--- config.mk ---
export PLATFORM = sky130hd
export DESIGN_NAME = gen_register
export DESIGN_NICKNAME = d
export VERILOG_FILES = /design/src/rtl/gen_register_pkg.sv /design/src/rtl/gen_register_alu.sv /design/src/rtl/gen_register.sv
export SDC_FILE = /design/constraint.sdc
export NUM_CORES = 1
export LEC_CHECK = 0
export CAP_MARGIN = 15
export CELL_PAD_IN_SITES_DETAIL_PLACEMENT = 1
export CELL_PAD_IN_SITES_GLOBAL_PLACEMENT = 1
export CORE_UTILIZATION = 38
export DETAILED_ROUTE_END_ITERATION = 8
export PLACE_DENSITY_LB_ADDON = 0.1
export SETUP_SLACK_MARGIN = 0.4
export SLEW_MARGIN = 20
export SYNTH_ARGS = -nofsm -noshare
export SYNTH_HDL_FRONTEND = slang
export SYNTH_SLANG_ARGS = --single-unit
--- constraint.sdc ---
create_clock -name clk -period 3.2 [get_ports clk]
set_input_delay 0.8 -clock clk [delete_from_list [all_inputs] [get_ports clk]]
set_output_delay 0.8 -clock clk [all_outputs]
set_load 0.01 [all_outputs]
--- src/rtl/gen_register_pkg.sv ---
`default_nettype none
// ============================================================================
//  Module      : gen_register_pkg
//  Description : Shared types for gen_register: op codes, FSM states and
//                rotate direction.
//  Revision    : 1.0  initial release
// ============================================================================
package gen_register_pkg;

    // Width of the encoded op field
    localparam int c_OP_W = 3;

    // Operation codes presented on the op port
    typedef enum logic [c_OP_W-1:0] {
        OP_HOLD  = 3'd0,
        OP_LOAD  = 3'd1,
        OP_INC   = 3'd2,
        OP_DEC   = 3'd3,
        OP_ROR   = 3'd4,
        OP_ROL   = 3'd5,
        OP_ROR_N = 3'd6,
        OP_ROL_N = 3'd7
    } gen_reg_op_e;

    // Control FSM: IDLE accepts ops, ROT walks a multi-cycle rotate
    typedef enum logic [0:0] {
        IDLE = 1'b0,
        ROT  = 1'b1
    } gen_reg_state_e;

    // Direction of a single rotate step
    typedef enum logic [0:0] {
        DIR_RIGHT = 1'b0,
        DIR_LEFT  = 1'b1
    } gen_reg_dir_e;

endpackage : gen_register_pkg
`default_nettype wire

--- src/rtl/gen_register_alu.sv ---
`default_nettype none
// ============================================================================
//  Module      : gen_register_alu
//  Description : Combinational one-step datapath for gen_register. Produces
//                the next register value and carry for a single op. The
//                multi-cycle rotate ops (ROR_N/ROL_N) perform one step in
//                the direction given on dir_i.
//                Build option: SATURATE_EN makes INC/DEC hold at the
//                all-ones / zero boundary instead of wrapping.
//  Revision    : 1.0  initial release
// ============================================================================
module gen_register_alu
    import gen_register_pkg::*;
#(
    parameter int WIDTH = 8
) (
    input  logic [WIDTH-1:0] q_i,
    input  logic [WIDTH-1:0] d_i,
    input  logic             carry_i,
    input  gen_reg_op_e      op_i,
    input  gen_reg_dir_e     dir_i,
    output logic [WIDTH-1:0] q_o,
    output logic             carry_o
);

    logic [WIDTH-1:0] w_ror_q;
    logic [WIDTH-1:0] w_rol_q;
    logic [WIDTH-1:0] w_inc_q;
    logic [WIDTH-1:0] w_dec_q;
    logic             w_all_ones;
    logic             w_all_zero;

    assign w_ror_q    = {q_i[0], q_i[WIDTH-1:1]};
    assign w_rol_q    = {q_i[WIDTH-2:0], q_i[WIDTH-1]};
    assign w_all_ones = &q_i;
    assign w_all_zero = ~|q_i;

`ifdef SATURATE_EN
    // Boundary values stick instead of wrapping; carry still flags the event
    assign w_inc_q = w_all_ones ? q_i : q_i + WIDTH'(1);
    assign w_dec_q = w_all_zero ? q_i : q_i - WIDTH'(1);
`else
    assign w_inc_q = q_i + WIDTH'(1);
    assign w_dec_q = q_i - WIDTH'(1);
`endif

    // Select the one-step result for the requested op
    always_comb begin
        q_o     = q_i;
        carry_o = carry_i;
        case (op_i)
            OP_HOLD: begin
                q_o     = q_i;
                carry_o = carry_i;
            end
            OP_LOAD: begin
                q_o     = d_i;
                carry_o = 1'b0;
            end
            OP_INC: begin
                q_o     = w_inc_q;
                carry_o = w_all_ones;
            end
            OP_DEC: begin
                q_o     = w_dec_q;
                carry_o = w_all_zero;
            end
            OP_ROR: begin
                q_o     = w_ror_q;
                carry_o = q_i[0];
            end
            OP_ROL: begin
                q_o     = w_rol_q;
                carry_o = q_i[WIDTH-1];
            end
            OP_ROR_N, OP_ROL_N: begin
                if (dir_i == DIR_LEFT) begin
                    q_o     = w_rol_q;
                    carry_o = q_i[WIDTH-1];
                end else begin
                    q_o     = w_ror_q;
                    carry_o = q_i[0];
                end
            end
            default: begin
                q_o     = q_i;
                carry_o = carry_i;
            end
        endcase
    end

endmodule : gen_register_alu
`default_nettype wire

--- src/rtl/gen_register.sv ---
`default_nettype none
// ============================================================================
//  Module      : gen_register
//  Description : WIDTH-bit general-purpose counter/rotator with an encoded
//                op port and valid/ready handshake. Supports load, inc, dec,
//                single rotates and multi-cycle rotate-by-amt (one bit per
//                clock). Carry and zero status flags.
//                Build option: SATURATE_EN (INC/DEC saturate, see ALU).
//                WIDTH must be at least 2.
//  Revision    : 1.0  initial release
// ============================================================================
module gen_register
    import gen_register_pkg::*;
#(
    parameter int WIDTH = 8,
    parameter int AMT_W = $clog2(WIDTH)
) (
    input  logic              clk,
    input  logic              reset,
    input  logic              op_valid,
    output logic              op_ready,
    input  logic [c_OP_W-1:0] op,
    input  logic [AMT_W-1:0]  amt,
    input  logic [WIDTH-1:0]  D,
    output logic [WIDTH-1:0]  Q,
    output logic              carry,
    output logic              zero,
    output logic              busy
);

    localparam logic [AMT_W-1:0] c_AMT_ONE = AMT_W'(1);

    gen_reg_state_e   r_state_q;
    gen_reg_state_e   w_state_d;
    logic [AMT_W-1:0] r_count_q;
    logic [AMT_W-1:0] w_count_d;
    gen_reg_dir_e     r_dir_q;
    gen_reg_dir_e     w_dir_d;
    logic [WIDTH-1:0] r_q_q;
    logic [WIDTH-1:0] w_q_d;
    logic             r_carry_q;
    logic             w_carry_d;

    gen_reg_op_e      w_op_in;
    logic             w_is_rot_n;
    logic             w_accept;
    logic             w_start_rot;
    gen_reg_op_e      w_alu_op;
    gen_reg_dir_e     w_alu_dir;
    logic [WIDTH-1:0] w_alu_q;
    logic             w_alu_carry;

    assign w_op_in     = gen_reg_op_e'(op);
    assign w_is_rot_n  = (w_op_in == OP_ROR_N) || (w_op_in == OP_ROL_N);
    assign w_accept    = op_valid && (r_state_q == IDLE);
    // Only rotates longer than one step need the ROT state
    assign w_start_rot = w_accept && w_is_rot_n && (amt > c_AMT_ONE);

    // Choose what the one-step datapath computes this cycle
    always_comb begin
        w_alu_op  = OP_HOLD;
        w_alu_dir = r_dir_q;
        if (r_state_q == ROT) begin
            // Inputs are ignored while rotating; keep stepping the latched way
            w_alu_op  = OP_ROR_N;
            w_alu_dir = r_dir_q;
        end else if (w_accept) begin
            w_alu_op = w_op_in;
            if (w_is_rot_n) begin
                w_alu_dir = (w_op_in == OP_ROL_N) ? DIR_LEFT : DIR_RIGHT;
                // A zero-length rotate is a pure no-op
                if (amt == '0) begin
                    w_alu_op = OP_HOLD;
                end
            end
        end
    end

    gen_register_alu #(
        .WIDTH (WIDTH)
    ) u_alu (
        .q_i     (r_q_q),
        .d_i     (D),
        .carry_i (r_carry_q),
        .op_i    (w_alu_op),
        .dir_i   (w_alu_dir),
        .q_o     (w_alu_q),
        .carry_o (w_alu_carry)
    );

    // Next-state logic for the FSM, step counter and direction latch
    always_comb begin
        w_state_d = r_state_q;
        w_count_d = r_count_q;
        w_dir_d   = r_dir_q;
        w_q_d     = w_alu_q;
        w_carry_d = w_alu_carry;
        case (r_state_q)
            IDLE: begin
                if (w_start_rot) begin
                    // First step happens on the acceptance edge itself
                    w_dir_d   = w_alu_dir;
                    w_count_d = amt - c_AMT_ONE;
                    w_state_d = ROT;
                end
            end
            ROT: begin
                w_count_d = r_count_q - c_AMT_ONE;
                if (r_count_q == c_AMT_ONE) begin
                    w_state_d = IDLE;
                end
            end
            default: begin
                w_state_d = IDLE;
            end
        endcase
    end

    // State and datapath registers with synchronous reset
    always_ff @(posedge clk) begin
        if (reset) begin
            r_state_q <= IDLE;
            r_count_q <= '0;
            r_dir_q   <= DIR_RIGHT;
            r_q_q     <= '0;
            r_carry_q <= 1'b0;
        end else begin
            r_state_q <= w_state_d;
            r_count_q <= w_count_d;
            r_dir_q   <= w_dir_d;
            r_q_q     <= w_q_d;
            r_carry_q <= w_carry_d;
        end
    end

    assign Q        = r_q_q;
    assign carry    = r_carry_q;
    assign zero     = (r_q_q == '0);
    assign op_ready = (r_state_q == IDLE);
    assign busy     = (r_state_q == ROT);

endmodule : gen_register
`default_nettype wire
Word level (Yosys, flattened, before mapping)
Index checks and enable logic that the tools add are counted.

operators by class
  $add $sub $neg = 4
  magnitude comparators = 1
  eq/ne operators = 11
  mux-type cells = 17
  bitwise operators = 1
  reduce and logical (&&, ||, !) cells = 12

operators with widths
  operator                                                                         number
  8-bit case mux with 6 select lines                                               1
  3-bit equality test, second input constant                                       6
  3-bit two-way mux                                                                5
  8-bit by 1-bit adder with 8-bit output, second input constant                    1
  8-bit zero test                                                                  1
  8-bit two-way mux                                                                1
  8-bit AND reduction                                                              1
  8-bit OR reduction                                                               1
  8-bit by 1-bit subtractor with 8-bit output, second input constant               1
  1-bit two-way mux                                                                7
  3-bit by 1-bit equality test with 1-bit output, second input constant            2
  3-bit by 2-bit equality test with 1-bit output, second input constant            2
  3-bit zero test                                                                  2
  1-bit case mux with 6 select lines                                               1
  3-bit case mux with 2 select lines                                               1
  3-bit by 1-bit subtractor with 3-bit output, second input constant               2
  3-bit by 1-bit greater-than comparator with 1-bit output, second input constant  1
  1-bit logical AND                                                                3
  2-bit by 1-bit inequality test with 1-bit output, second input constant          1
  1-bit case mux with 2 select lines                                               1
  2-bit AND reduction                                                              1
  2-bit OR reduction                                                               1
  1-bit zero test                                                                  1
  1-bit logical OR                                                                 1
  1-bit NOT                                                                        1

word-level totals
  register bits = 14
  input port bits = 17

Longest topological paths before layout
  depth after elaboration = 8
  mapped depth = 10
  mapped depth without buffers = 9

Modules after synthesis
Synthesis repeated with hierarchy kept, for this count alone.

unflattened totals
  cells, all modules = 192
  area total of the unflattened synthesis = 1,470.2 sq um

modules (own cells, without submodules)
  module            times used  cells each  area an instance (sq um)  seq. area each (sq um)
  gen_register_alu  1           123         773.2                     0.0
  gen_register      1           69          696.9                     280.3

Worst setup path after synthesis
No wires, ideal clock.

  kind = input to register
  start = input port op_valid
  end = register r_q_q[5], in the netlist Q[5]
  data arrival time = 2,918 ps
  path slack = 225 ps
  stages on the path = 9
  buffers on the path = 0
  cell sequence = nor2b_2 and3b_1 and2_1 ha_1 a211oi_1 nor2_1 or4_1 a311oi_1 a211o_1

between the ends
  longest elaborated chain between the ends = 6
  elaborated cells between the ends (all ways) = 16
  those cells by class = eq/ne (7); mux (6); reduce/logical (3)

RTL lines
  item                                line                    RTL
  start, declared                     gen_register.sv:20      input logic op_valid,
  1-bit logical AND *                 gen_register.sv:55      assign w_accept = op_valid && (r_state_q == IDLE);
  3-bit two-way mux                   gen_register.sv:67      end else if (w_accept) begin
  3-bit two-way mux                   gen_register.sv:63      if (r_state_q == ROT) begin
  3-bit equality test                 gen_register_alu.sv:51  case (op_i)
  2-bit OR reduction                  gen_register_alu.sv:51
  8-bit case mux with 6 select lines  gen_register_alu.sv:51
  end signal, assigned                gen_register.sv:131     r_q_q <= w_q_d;
  end, declared                       gen_register.sv:39      logic [WIDTH-1:0] r_q_q;

Every way passes the cells marked *; elsewhere a longest branch is shown, timed or not.
A chain may end at the register's enable or synchronous reset.

Worst setup path after layout
  start = input port op[2]
  end = register r_q_q[5], in the netlist Q[5]

between the ends
  longest elaborated chain between the ends = 8
  elaborated cells between the ends (all ways) = 22
  those cells by class = eq/ne (9); mux (10); reduce/logical (3)

RTL lines
  item                                    line                                    RTL
  start, declared                         gen_register.sv:22                      input logic [c_OP_W-1:0] op,
  3-bit equality test (on tied branches)  gen_register.sv:54, gen_register.sv:70
  1-bit logical OR                        gen_register.sv:54                      assign w_is_rot_n = (w_op_in == OP_ROR_N) || (w_op_in == OP_ROL_N);
  3-bit two-way mux                       gen_register.sv:69                      if (w_is_rot_n) begin
  3-bit two-way mux                       gen_register.sv:67
  3-bit two-way mux                       gen_register.sv:63
  3-bit equality test                     gen_register_alu.sv:51
  2-bit OR reduction                      gen_register_alu.sv:51
  8-bit case mux with 6 select lines      gen_register_alu.sv:51

Parallel ways exist; a longest one is shown, timed or not.

==> metrics.txt <==
syn avg cell area=8.213 um2; vias in the first global route=1779; synthesis-to-layout area growth=50.66%; RD Place Congestion=0.8667; sequential share of the synthesized area=19.84%; DP HPWL=3.625 mm; Worst Setup Slack, final=0.3923 ns; unrepaired setup endpoints after global routing=true; Tmin final=2.808 ns; Synth Register Bits=14; width of the die=62.97 um; Worst Setup Start Kind=input port; Pleak=0.8701 nW; worst-margin pin slew=0.7391 ns; die height=62.97 um; Yosys Warn Count=0; share of layout cells above drive strength 1=29.78%; most frequent cells in the layout=buf_4 (28), clkdlybuf4s50_1 (24), nor2_1 (16); Vias per Instance=6.129; final hold vios=0; metal2 WL=2.782 mm; clock skew=0.007918 ns; required time worst endpoint=3.35 ns; Total Routed Length=5.649 mm; Slew Viols, Final=0; Setup Viol. Count Final=0; initial drt markers=123; DRT Pass-1 Iters=4; Top Metal Used=met4; Die ar.=3965 um2; routed len/inst=20.77 um; CTS H-Tree Depth=1; Ports=29; Critical Path Sink Type=flop; Slew HR=50.57%; initial antenna violation count=1; most common cell after layout, fill and taps aside=buf_4; clock-pin slew on the worst setup and hold paths=0.07 ns; total gr overflow=0; Starting Density=41.04%; ys async rst share=0%; CTS Sinks=14; Final Instance Area=2128 um2; ys flop type=dfxtp_1; HP Class=reg2reg; Yosys top cell by area=dfxtp_1; WL met1=2.260 mm; Distinct cells, synth=55; Clock Latency Late Sink=0.27 ns; Pwr per Cell Area=326.5 nW/um2; first-pass GRT wire length=9.059 mm; EDFF count, synth=0; top cells by area, synth=dfxtp_1 (20%), ha_1 (8.9%), nor2_1 (4.5%); Final period util=87.74%; via total after detailed routing=1667; Setup TNS=0 ns; synthesized area=1413 um2; core box area=3442 um2; WP data arrival=2.96 ns; routed length on met3=435 um; CP Class=in2reg; placed instance area=1861 um2; critical path fanouts, max=4; Max Cap Viol=0; CTS tree=built; status=completed; largest net degree at the start of global routing=17; Post-CTS Hold Fix Bufs=0; Nets=254; maximum clock path buffer count=2; Place WS=-0.1574 ns; Gate Count Post-Synth=172; buffers added on ports=28; # rows=21; Post-Syn Nets=200; Max Freq=356.2 MHz; global-route usage over all layers=29.78%; peak supply drop=0.1688 mV; total power=0.6949 mW; drt drc=0; root buf cell=clkbuf_8; TritonCTS buffer count=3; antenna-violating nets left=0; share of the synthesized area in the top cell type=19.84%
-- path summary, 6_finish.rpt --
kind / from / end / slack [ns] / cells past startpoint
worst max-delay path: op[2] / Q[5] / 0.39 / 12
worst min-delay path: r_count_q[1] / r_count_q[1] / 0.49 / 2
worst max register to register: busy / Q[5] / 0.75 / 12
worst min register to register: r_count_q[1] / r_count_q[1] / 0.49 / 2
-- critical path: stages --
cell           delay (ns)
dlygate4sd2_1        0.25
and3b_2              0.25
and2_4               0.19
ha_4                 0.22
a211oi_4             0.33
nor2_2               0.09
buf_4                0.14
buf_4                0.12
buf_4                0.13
nand2_2              0.06
a311oi_2             0.09
a211o_1              0.30
-- synthesized netlist by cell type (2+ instances only) --
cell type	instances
a211oi_1	6
a21o_1	5
a21oi_1	11
a221oi_1	7
a311oi_1	4
a31oi_1	2
and2_1	2
buf_2	2
buf_4	2
clkbuf_1	2
dfxtp_1	14
ha_1	10
inv_1	11
mux2i_1	5
nand2_1	12
nand3_1	3
nand4_1	3
nor2_1	17
nor3_1	3
o21a_1	5
o21ai_0	7
o22ai_1	2
or3_1	2
or4_1	3
xor2_1	2
-- timing repair --
action / 4_1_cts / 5_1_grt
pin swaps: 7 / 8
buffers inserted: 4 / 5
resized for setup: 19 / 13
setup endpoints to repair: 5 / 8
-- metal layers --
metal  vias up  GRT usage, %
li1        760             -
met5         -             0
met2        80         49.87
met4         0         11.34
met1       807         36.01
met3        20         7.664
-- registers in the layout, indices dropped and copies added (netlist names) --
signal     cells
busy           1
Q              8
r_count_q      3
carry          1
r_dir_q        1
-- area by class of cell --
| cell class | instances | area, um2 |
|---|---|---|
| Antenna cell | 1 | 2.502 |
| Tap cell | 46 | 57.56 |
| Clock buffer | 4 | 55.05 |
| Multi-Input combinational cell | 139 | 1192 |
| Sequential cell | 14 | 282.8 |
| Timing Repair Buffer | 57 | 496.7 |
| Fill cell | 403 | 1314 |
| Inverter | 11 | 41.29 |
-- where the power goes --
part           leakage (nW)  internal, mW  switching [mW]
clock network        0.0288         0.110          0.0777
logic                 0.726         0.146           0.145
registers             0.116         0.190          0.0261
total                 0.870         0.446           0.249
-- metrics by stage --
stage / std cells / utilization (%) / hold slack, ns
finish: 272 / 61.83 / 0.4910
global route: 271 / 61.76 / 0.5185
CTS: 266 / 59.61 / 0.5015
detailed placement: 258 / 54.05 / 0.4864
global placement: 258 / 54.05 / 0.4720
floorplan: 172 / - / 0.4570
-- cells by family after synthesis --
family	Yosys count	share of synthesized area, %
compound gates	61	31.53
xor+xnor	2	1.240
fa+ha+maj	11	10.27
buf+inv	19	6.555
flops	14	19.84
mux	9	7.794
simple gates	56	22.76
Note: power is estimated with default switching activity, not from simulation.
==> RTL change (config.mk and constraints unchanged) <==
`WIDTH` is set to 8 in 2 places; all go to 16.
--- a/src/rtl/gen_register_alu.sv
+++ b/src/rtl/gen_register_alu.sv
@@ -13,5 +13,5 @@
     import gen_register_pkg::*;
 #(
-    parameter int WIDTH = 8
+    parameter int WIDTH = 16
 ) (
     input  logic [WIDTH-1:0] q_i,
--- a/src/rtl/gen_register.sv
+++ b/src/rtl/gen_register.sv
@@ -13,5 +13,5 @@
     import gen_register_pkg::*;
 #(
-    parameter int WIDTH = 8,
+    parameter int WIDTH = 16,
     parameter int AMT_W = $clog2(WIDTH)
 ) (
Ports: changed (resized D, Q and amt); port bits go from 29 to 46. The function was not compared with the original's and may differ.
==> RTL change against the unedited design <==
  * Power up 53%
  * Critical path depth up 1
  * Largest cell class unchanged
  * Final area up 70%
  * Die area up 61%
  * Setup slack got worse by 0.096 ns
  * Synthesized area grew 63%
  * Wire length is 75% higher
  * Sequential cell count increased by 9
  * Sequential share of layout area down 0.57 points
==> RTL change: results (changes against the unedited design) <==
[final_layout]
layout.cell_area.non_filler_sq_mm = 0.00362  ; +70%
final.fill_count = 697  ; +73%
largest_register_ffs = 16  ; +8
drive_gt1_share_pct = 31.2  ; +1.4 points
antenna_cells_inserted = 0  ; -1
nets = 428  ; +69%

[critical_path]
path_delay_family = simple AND/OR/NAND/NOR gates
cell_with_the_largest_stage_delay_on_the_worst_path = sky130_fd_sc_hd__nor3b_4
crit_path_start = op_valid
r2r-end = Q[14]
reg2reg_slack_ns = 0.51  ; -0.24 ns
start_of_the_worst_register_to_register_path = busy
maximum_fanout_along_the_worst_path = 6  ; +2

[yosys]
yosys-top-cells-area = sky130_fd_sc_hd__dfxtp_1 20%, sky130_fd_sc_hd__ha_1 9.8%, sky130_fd_sc_hd__a21oi_1 6.1%, sky130_fd_sc_hd__nor2_1 3.9%, sky130_fd_sc_hd__a221o_1 3.5%
synth.yosys.seq_area_share_pct = 20.0  ; +0.13 points
synth_top_cells_by_count = 28 x sky130_fd_sc_hd__a21oi_1, 24 x sky130_fd_sc_hd__nor2_1, 23 x sky130_fd_sc_hd__dfxtp_1
mappedNetlistNets = 332  ; +66%
synth.lib_cells_used.distinct = 59  ; +7.3%
synth.avg_cell_area_sq_um = 8.03  ; -2.2%

[sta]
fin_worst_skew_ns = 0.00132  ; -0.00659 ns
timing.final.crit_period_ns = 2.90  ; +0.0965 ns
final_hold_slack_ns = 0.508  ; +0.0165 ns
relSlewSlack_pct = 58.4  ; +7.9 points

[power]
worst_ir_drop_vdd_mv = 0.180  ; +6.6%
leakage_dissipation_nw = 1.48  ; +71%

[global_routing]
grtUsageMet2_pct = 50.1  ; +0.22 points
grt_first_pass_wirelength_microns = 14200  ; +56%
grt_usage_pct = 28.8  ; -1.0 points
grtUsageMet3_pct = 2.40  ; -5.3 points
grt.met1_usage_pct = 37.2  ; +1.2 points
maximum_number_of_pins_on_one_net_before_global_route_repair = 15  ; -2
antenna_found_initial = 0  ; -1

[detailed_routing]
detail_route.first_pass.iterations = 5  ; +1
vias = 2893  ; +74%
drt-met1-wl_microns = 4230  ; +87%
wl_met2_microns = 4830  ; +74%
drtIter0Drc = 177  ; +44%
detailroute.wirelength.met3_microns = 575  ; +32%
routed_wire_length_per_instance_microns = 21.6  ; +4.1%
viasPerCell = 6.33  ; +3.3%

[hold_path]
worstHoldEndpoint = r_count_q[3]
hp-start = r_count_q[3]
worst_hold_path_type = flip-flop to flip-flop

[flow_run]
cap_viol_max_count = 0  ; unchanged

[status]
outcome = complete, no violations

[placement]
place_ws_ns = -0.416  ; -0.259 ns
detailed_place_hpwl_microns = 6690  ; +85%
placedInstanceArea_sq_mm = 0.00328  ; +76%
place.detailed.instances = 443  ; +72%
place.gp.congestion = 0.863  ; -0.38%
port_buffers = 45  ; +61%

[clocking]
clkTransAtPathRegs_ns = 0.10  ; +0.03 ns
cts_root_buf = sky130_fd_sc_hd__clkbuf_8

[RTL change: cell count changes in the layout (fill, tap and decap cells not counted), moves of 5 or more]
cell and change:
sky130_fd_sc_hd__xnor2_1 +9, sky130_fd_sc_hd__nor2_1 +6, sky130_fd_sc_hd__buf_4 +28, sky130_fd_sc_hd__a22oi_1 +5, sky130_fd_sc_hd__a21oi_1 +14, sky130_fd_sc_hd__clkdlybuf4s50_1 +16, sky130_fd_sc_hd__dfxtp_1 +11, sky130_fd_sc_hd__a221o_1 +7
sky130_fd_sc_hd__o211ai_1 +5, sky130_fd_sc_hd__a21o_1 +5, sky130_fd_sc_hd__ha_1 +6
[RTL change: worst min-delay path, stage by stage (launching register included)]
cell	delay, ns
sky130_fd_sc_hd__dfxtp_1	0.33
sky130_fd_sc_hd__o21ai_0	0.08
sky130_fd_sc_hd__a21oi_1	0.06
[RTL change: repair_timing]
action | CTS | global route
setup endpoints to repair | 15 | 15
resized for setup | 29 | 31
gates cloned | 1 | 0
setup buffers | 3 | 6
pin swaps | 15 | 15
[RTL change: cell families after synthesis]
kind of cell	Yosys count	share of synthesized area (%)
buf+inv	27	4.94
fa+ha+maj	19	10.6
flops	23	20.0
simple gates	81	19.3
mux	10	4.56
xor+xnor	10	3.80
compound gates	117	36.8
[RTL change: report_power, final]
| part | switching [mW] | leakage, nW | internal (mW) |
|---|---|---|---|
| clock | 0.112 | 0.0228 | 0.0893 |
| sequential | 0.0521 | 0.189 | 0.312 |
| combinational | 0.243 | 1.27 | 0.253 |
[RTL change: final cells by class]
class | instances | area share, %
Multi-Input combinational cell | 237 | 56.1
Timing Repair Buffer | 106 | 25.6
Inverter | 11 | 1.49
Timing Repair inverter | 1 | 0.242
Clock buffer | 4 | 1.24
Sequential cell | 23 | 12.7
Tap cell | 75 | 2.59
